===== config.mk =====
export PLATFORM = sky130hd
export DESIGN_NAME = exp_bias_arbiter
export DESIGN_NICKNAME = d
export VERILOG_FILES = /design/src/rtl/exp_bias_arbiter.sv
export SDC_FILE = /design/constraint.sdc
export NUM_CORES = 1
export LEC_CHECK = 0
export CORE_MARGIN = 1
export CORE_UTILIZATION = 44
export CTS_CLUSTER_SIZE = 25
export DETAILED_ROUTE_END_ITERATION = 8
export DONT_BUFFER_PORTS = 1
export PLACE_DENSITY = 0.7
export SYNTH_ARGS = -nofsm -noshare
export SYNTH_HDL_FRONTEND = slang
export SYNTH_SLANG_ARGS = --single-unit

===== constraint.sdc =====
create_clock -name clk -period 4.3 [get_ports clk]
set_clock_uncertainty 0.05 [all_clocks]
set_input_delay 0.215 -clock clk [delete_from_list [all_inputs] [get_ports clk]]
set_output_delay 0.215 -clock clk [all_outputs]
set_load 0.01 [all_outputs]

===== src/rtl/exp_bias_arbiter.sv =====
// -----------------------------------------------------------------------------
// exp_bias_arbiter
//
// Purpose:
//   Shares one exponent-unbias unit between NUM_REQ requesters. The arbiter
//   picks one valid requester per cycle. It computes (BIAS - exponent) modulo
//   2^EW and places the result in a single-entry output register.
//
// Arbitration scheme (compile-time macro ARB_ROUND_ROBIN_EN):
//   defined   : round robin. The search starts at a pointer. After a transfer
//               from requester i, the pointer moves to (i+1) mod NUM_REQ.
//   undefined : fixed priority. The lowest valid index wins. No pointer exists.
//
// Ports:
//   clk        in   sole clock; all state updates on the rising edge
//   reset      in   synchronous active-high reset
//   req_valid  in   [NUM_REQ]     per-requester operand valid
//   req_exp    in   [NUM_REQ*EW]  packed exponents, requester i at [i*EW +: EW]
//   req_ready  out  [NUM_REQ]     one-hot-or-zero accept strobe
//   res_valid  out  1             output register holds a result
//   res_data   out  [EW]          BIAS - exponent, modulo 2^EW
//   res_id     out  [IDW]         index of the requester behind res_data
//   res_ready  in   1             downstream accepts the result
//   op_count   out  [8]           accepted-request counter, wraps 255 -> 0
// -----------------------------------------------------------------------------
module exp_bias_arbiter #(
  parameter int NUM_REQ = 4,
  parameter int EW      = 6,
  parameter int BIAS    = 15,
  localparam int IDW    = (NUM_REQ > 1) ? $clog2(NUM_REQ) : 1
) (
  input  logic                  clk,
  input  logic                  reset,
  input  logic [NUM_REQ-1:0]    req_valid,
  input  logic [NUM_REQ*EW-1:0] req_exp,
  output logic [NUM_REQ-1:0]    req_ready,
  output logic                  res_valid,
  output logic [EW-1:0]         res_data,
  output logic [IDW-1:0]        res_id,
  input  logic                  res_ready,
  output logic [7:0]            op_count
);

  localparam logic [0:0]    ST_EMPTY = 1'b0;
  localparam logic [0:0]    ST_FULL  = 1'b1;
  localparam logic [EW-1:0] BIAS_W   = EW'(BIAS);

  logic [0:0]     state_q, state_d;
  logic [EW-1:0]  res_data_q, res_data_d;
  logic [IDW-1:0] res_id_q, res_id_d;
  logic [7:0]     op_count_q, op_count_d;

  logic [EW-1:0]  exp_arr [NUM_REQ];
  logic [IDW-1:0] win_idx;
  logic           any_valid;
  logic           can_accept;
  logic           transfer;

  // Unpack the exponent bus so the winner can be selected by index.
  genvar gi;
  generate
    for (gi = 0; gi < NUM_REQ; gi++) begin : g_unpack
      assign exp_arr[gi] = req_exp[gi*EW +: EW];
    end
  endgenerate

`ifdef ARB_ROUND_ROBIN_EN
  logic [IDW-1:0] ptr_q, ptr_d;
`endif

  // Winner search: the first valid requester at or after the base index,
  // with wrap. In the fixed-priority build the base is always 0.
  always_comb begin
    int base;
    int cand;
    win_idx   = '0;
    any_valid = 1'b0;
    cand      = 0;
`ifdef ARB_ROUND_ROBIN_EN
    base = int'(ptr_q);
`else
    base = 0;
`endif
    for (int off = 0; off < NUM_REQ; off++) begin
      cand = base + off;
      if (cand >= NUM_REQ) cand = cand - NUM_REQ;
      if (!any_valid && req_valid[cand]) begin
        any_valid = 1'b1;
        win_idx   = IDW'(cand);
      end
    end
  end

  // A result leaving in this cycle frees the register for a new one.
  assign can_accept = (state_q == ST_EMPTY) || res_ready;
  assign transfer   = !reset && can_accept && any_valid;

  always_comb begin
    req_ready = '0;
    if (transfer) req_ready[win_idx] = 1'b1;
  end

  always_comb begin
    state_d    = state_q;
    res_data_d = res_data_q;
    res_id_d   = res_id_q;
    op_count_d = op_count_q;
    if (transfer) begin
      state_d    = ST_FULL;
      res_data_d = BIAS_W - exp_arr[win_idx];
      res_id_d   = win_idx;
      op_count_d = op_count_q + 8'd1;
    end else if (state_q == ST_FULL && res_ready) begin
      state_d = ST_EMPTY;
    end
  end

`ifdef ARB_ROUND_ROBIN_EN
  always_comb begin
    ptr_d = ptr_q;
    if (transfer) begin
      ptr_d = (win_idx == IDW'(NUM_REQ - 1)) ? '0 : win_idx + 1'b1;
    end
  end

  always_ff @(posedge clk) begin
    if (reset) ptr_q <= '0;
    else       ptr_q <= ptr_d;
  end
`endif

  always_ff @(posedge clk) begin
    if (reset) begin
      state_q    <= ST_EMPTY;
      res_data_q <= '0;
      res_id_q   <= '0;
      op_count_q <= '0;
    end else begin
      state_q    <= state_d;
      res_data_q <= res_data_d;
      res_id_q   <= res_id_d;
      op_count_q <= op_count_d;
    end
  end

  assign res_valid = (state_q == ST_FULL);
  assign res_data  = res_data_q;
  assign res_id    = res_id_q;
  assign op_count  = op_count_q;

endmodule


==> metrics.yaml <==
post_cts_buffers: 0
yosysSeqAreaShare_pct: 34.4
avgViaCountPerCell: 5.80
dpl.cell_count: 128
grt_max_degree: 15
clk_pin_slew_worst_paths_ns: 0.10
fin_crit_ns: 1.94
antenna_found_initial: 0
area_growth_pct: 4.30
worstPathRequired_ns: 4.03
crit_chain: "nor2b_1 -> nor3_2 -> nand2_2 -> nor2_1"
grt_first_pass_wirelength_um: 2940
vias: 771
final_area_um2: 1030
slowest_delay_ns: 0.47
first_global_vias: 692
overflow: 0
syn-cell-area_um2: 990
core_area_um2: 2040
ys_warn_count: 0
wl_um: 1920
cts_tree: "done"
place_congestion: 0.714
fin_cells: 133
cp.depth: 4
synthCells: 106
cts_buffer_depth: 2
maxCapViolations: 0
die_h_um: 49.4
p_per_area_nw_per_um2: 301
drc: 0
leakage_uw: 0.000372
peakVddDrop_v: 0.000145
wl_per_cell_um: 14.5
ys_types: 34
mappedNetlistNets: 138
cp_top_family: "simple AND/OR/NAND/NOR gates"
final.period_utilization_pct: 45.2
max_freq_mhz: 515
crit_arrival_ns: 1.68
antenna_cells: 0
rsz0062_at_grt: "false"
cts_root_buf: "clkbuf_4"
status: "finished clean"
drive_gt1_share_pct: 10.4
path_class: "register to output port"
ant_nets: 0
cts_max_level: 1
hold_class: "input port to register"
final_util_pct: 50.6
min-delay-start: "reset"
cp_slowest_cell: "nor3_2"
die-area_um2: 2440
cts.sinks: 17
dr.first_iter.drc_count: 5
synth_area_per_cell_um2: 9.34
hold_viol: 0
setup_viol: 0
track_usage_pct: 15.7
finalSetupTns_ns: 0
final_common_cell: "dfxtp_1"
worstMarginPinSlew_ns: 0.546
hold_buffers: 1
startpoint: "res_valid$_SDFFE_PP0P_"
r2r-start: "res_valid$_SDFFE_PP0P_"
relSlewSlack_pct: 63.4
placed_area_um2: 995
final_cell_mix: "dfxtp_1 (17), nor2_1 (11), nand2_1 (10)"
numCtsBuffers: 3
slew_violations: 0
clk_latency_ns: 0.28
cts_resized: 0
die_w_um: 49.4
nets: 139
cp-start-kind: "register"
synth-seq-cells: 17
hold-path-cell-count: 2
path_buf_inv: 0
reg2regPathDepth: 5
io_pins: 52
port_buffers: 0
row_count: 16
worstPathMaxFanout: 8
start_util_pct: 48.5
dr.pass1.iters: 4
end_kind: "output port"
dpl.hpwl_um: 1440
-- state kept, by name, summed over array words and instances, names as in the netlist --
signal     count
res_id         2
res_data       6
res_valid      1
op_count       8
-- worst paths after layout --
path                              endpoint  slack, ns
hold reg to reg     res_id[1]$_SDFFE_PP0P_       0.47
setup reg to reg  op_count[7]$_SDFFE_PP0P_       2.49
hold / removal    op_count[1]$_SDFFE_PP0P_       0.06
setup / recovery              req_ready[2]       2.36
-- worst reg2reg max path, cell delays in order (launching register included) --
cell and delay (ns):
dfxtp_1 0.36, nor2b_1 0.18, or3_1 0.57, nor4_4 0.33, xnor2_1 0.15, nor2_1 0.06
-- kinds of logic (layout without fill, tap and decap cells) --
family                     Yosys count  in the layout  share of synthesized area (%)
AOI/OAI and AO/OA                   18             18                           11.4
xor gates and xnor gates             7              7                           6.19
adders and majority gates            1              1                           1.26
buffers and inverters                9              9                           4.42
DFF                                 17             17                           34.4
muxes                                6              6                           12.6
and+or+nand+nor                     48             48                           29.7
-- metal layers --
metal  global-route usage, %  wire [µm]  vias up
li1                        -          -      386
met1                    17.3        823      353
met2                    26.5        949       30
met3                    5.92        128        2
met4                    7.14         23        0
met5                       0          0        -
-- through the flow --
step                power [µW]  worst slack [ns]  hold WS [ns]
finish                     311              2.36        0.0621
global route               326              2.24        0.0485
CTS                        316              2.35        0.0510
detailed placement         228              2.45         0.237
global placement           227              2.49         0.236
floorplan                  224              2.71         0.338
-- cell type report --
type | count | area, µm²
multi-input combinational | 80 | 606
tap | 27 | 33.8
sequential | 17 | 340
fill | 207 | 1010
timing repair buffer | 1 | 10.0
clock buffer | 3 | 22.5
inverter | 4 | 15.0
clock inverter | 1 | 5.00
-- cell usage after synthesis, drive strengths merged --
| master | count | share of area [%] |
|---|---|---|
| or4 | 1 | 0.76 |
| nand2b | 5 | 3.4 |
| or3 | 3 | 1.9 |
| nor3b | 1 | 0.76 |
| and3 | 1 | 0.63 |
| a2bb2oi | 1 | 0.89 |
| nand3 | 1 | 0.51 |
| a21oi | 6 | 3.4 |
| buf | 3 | 2.1 |
| mux4 | 4 | 11 |
| nor4 | 3 | 4.9 |
| nor3 | 4 | 3.0 |
| inv | 4 | 1.5 |
| o21ai | 7 | 3.5 |
| nand2 | 11 | 4.4 |
| ha | 1 | 1.3 |
| clkbuf | 2 | 0.76 |
| dfxtp | 17 | 34 |
| mux2i | 2 | 2.0 |
| xor2 | 2 | 1.8 |
| nor2 | 11 | 4.2 |
| nand3b | 6 | 4.6 |
| a2111oi | 1 | 0.89 |
| o32a | 1 | 1.0 |
| o21a | 1 | 0.76 |
| o221ai | 1 | 0.89 |
| nor2b | 1 | 0.63 |
| xnor2 | 5 | 4.4 |
-- report_power, final --
part	total, µW	internal [µW]	switching, µW
Clock	85.5	34.5	51.0
Sequential	183	169	14.1
Combinational	43.0	21.8	21.2
Total	311	225	86.2
Power figures use the tool's default switching activity.
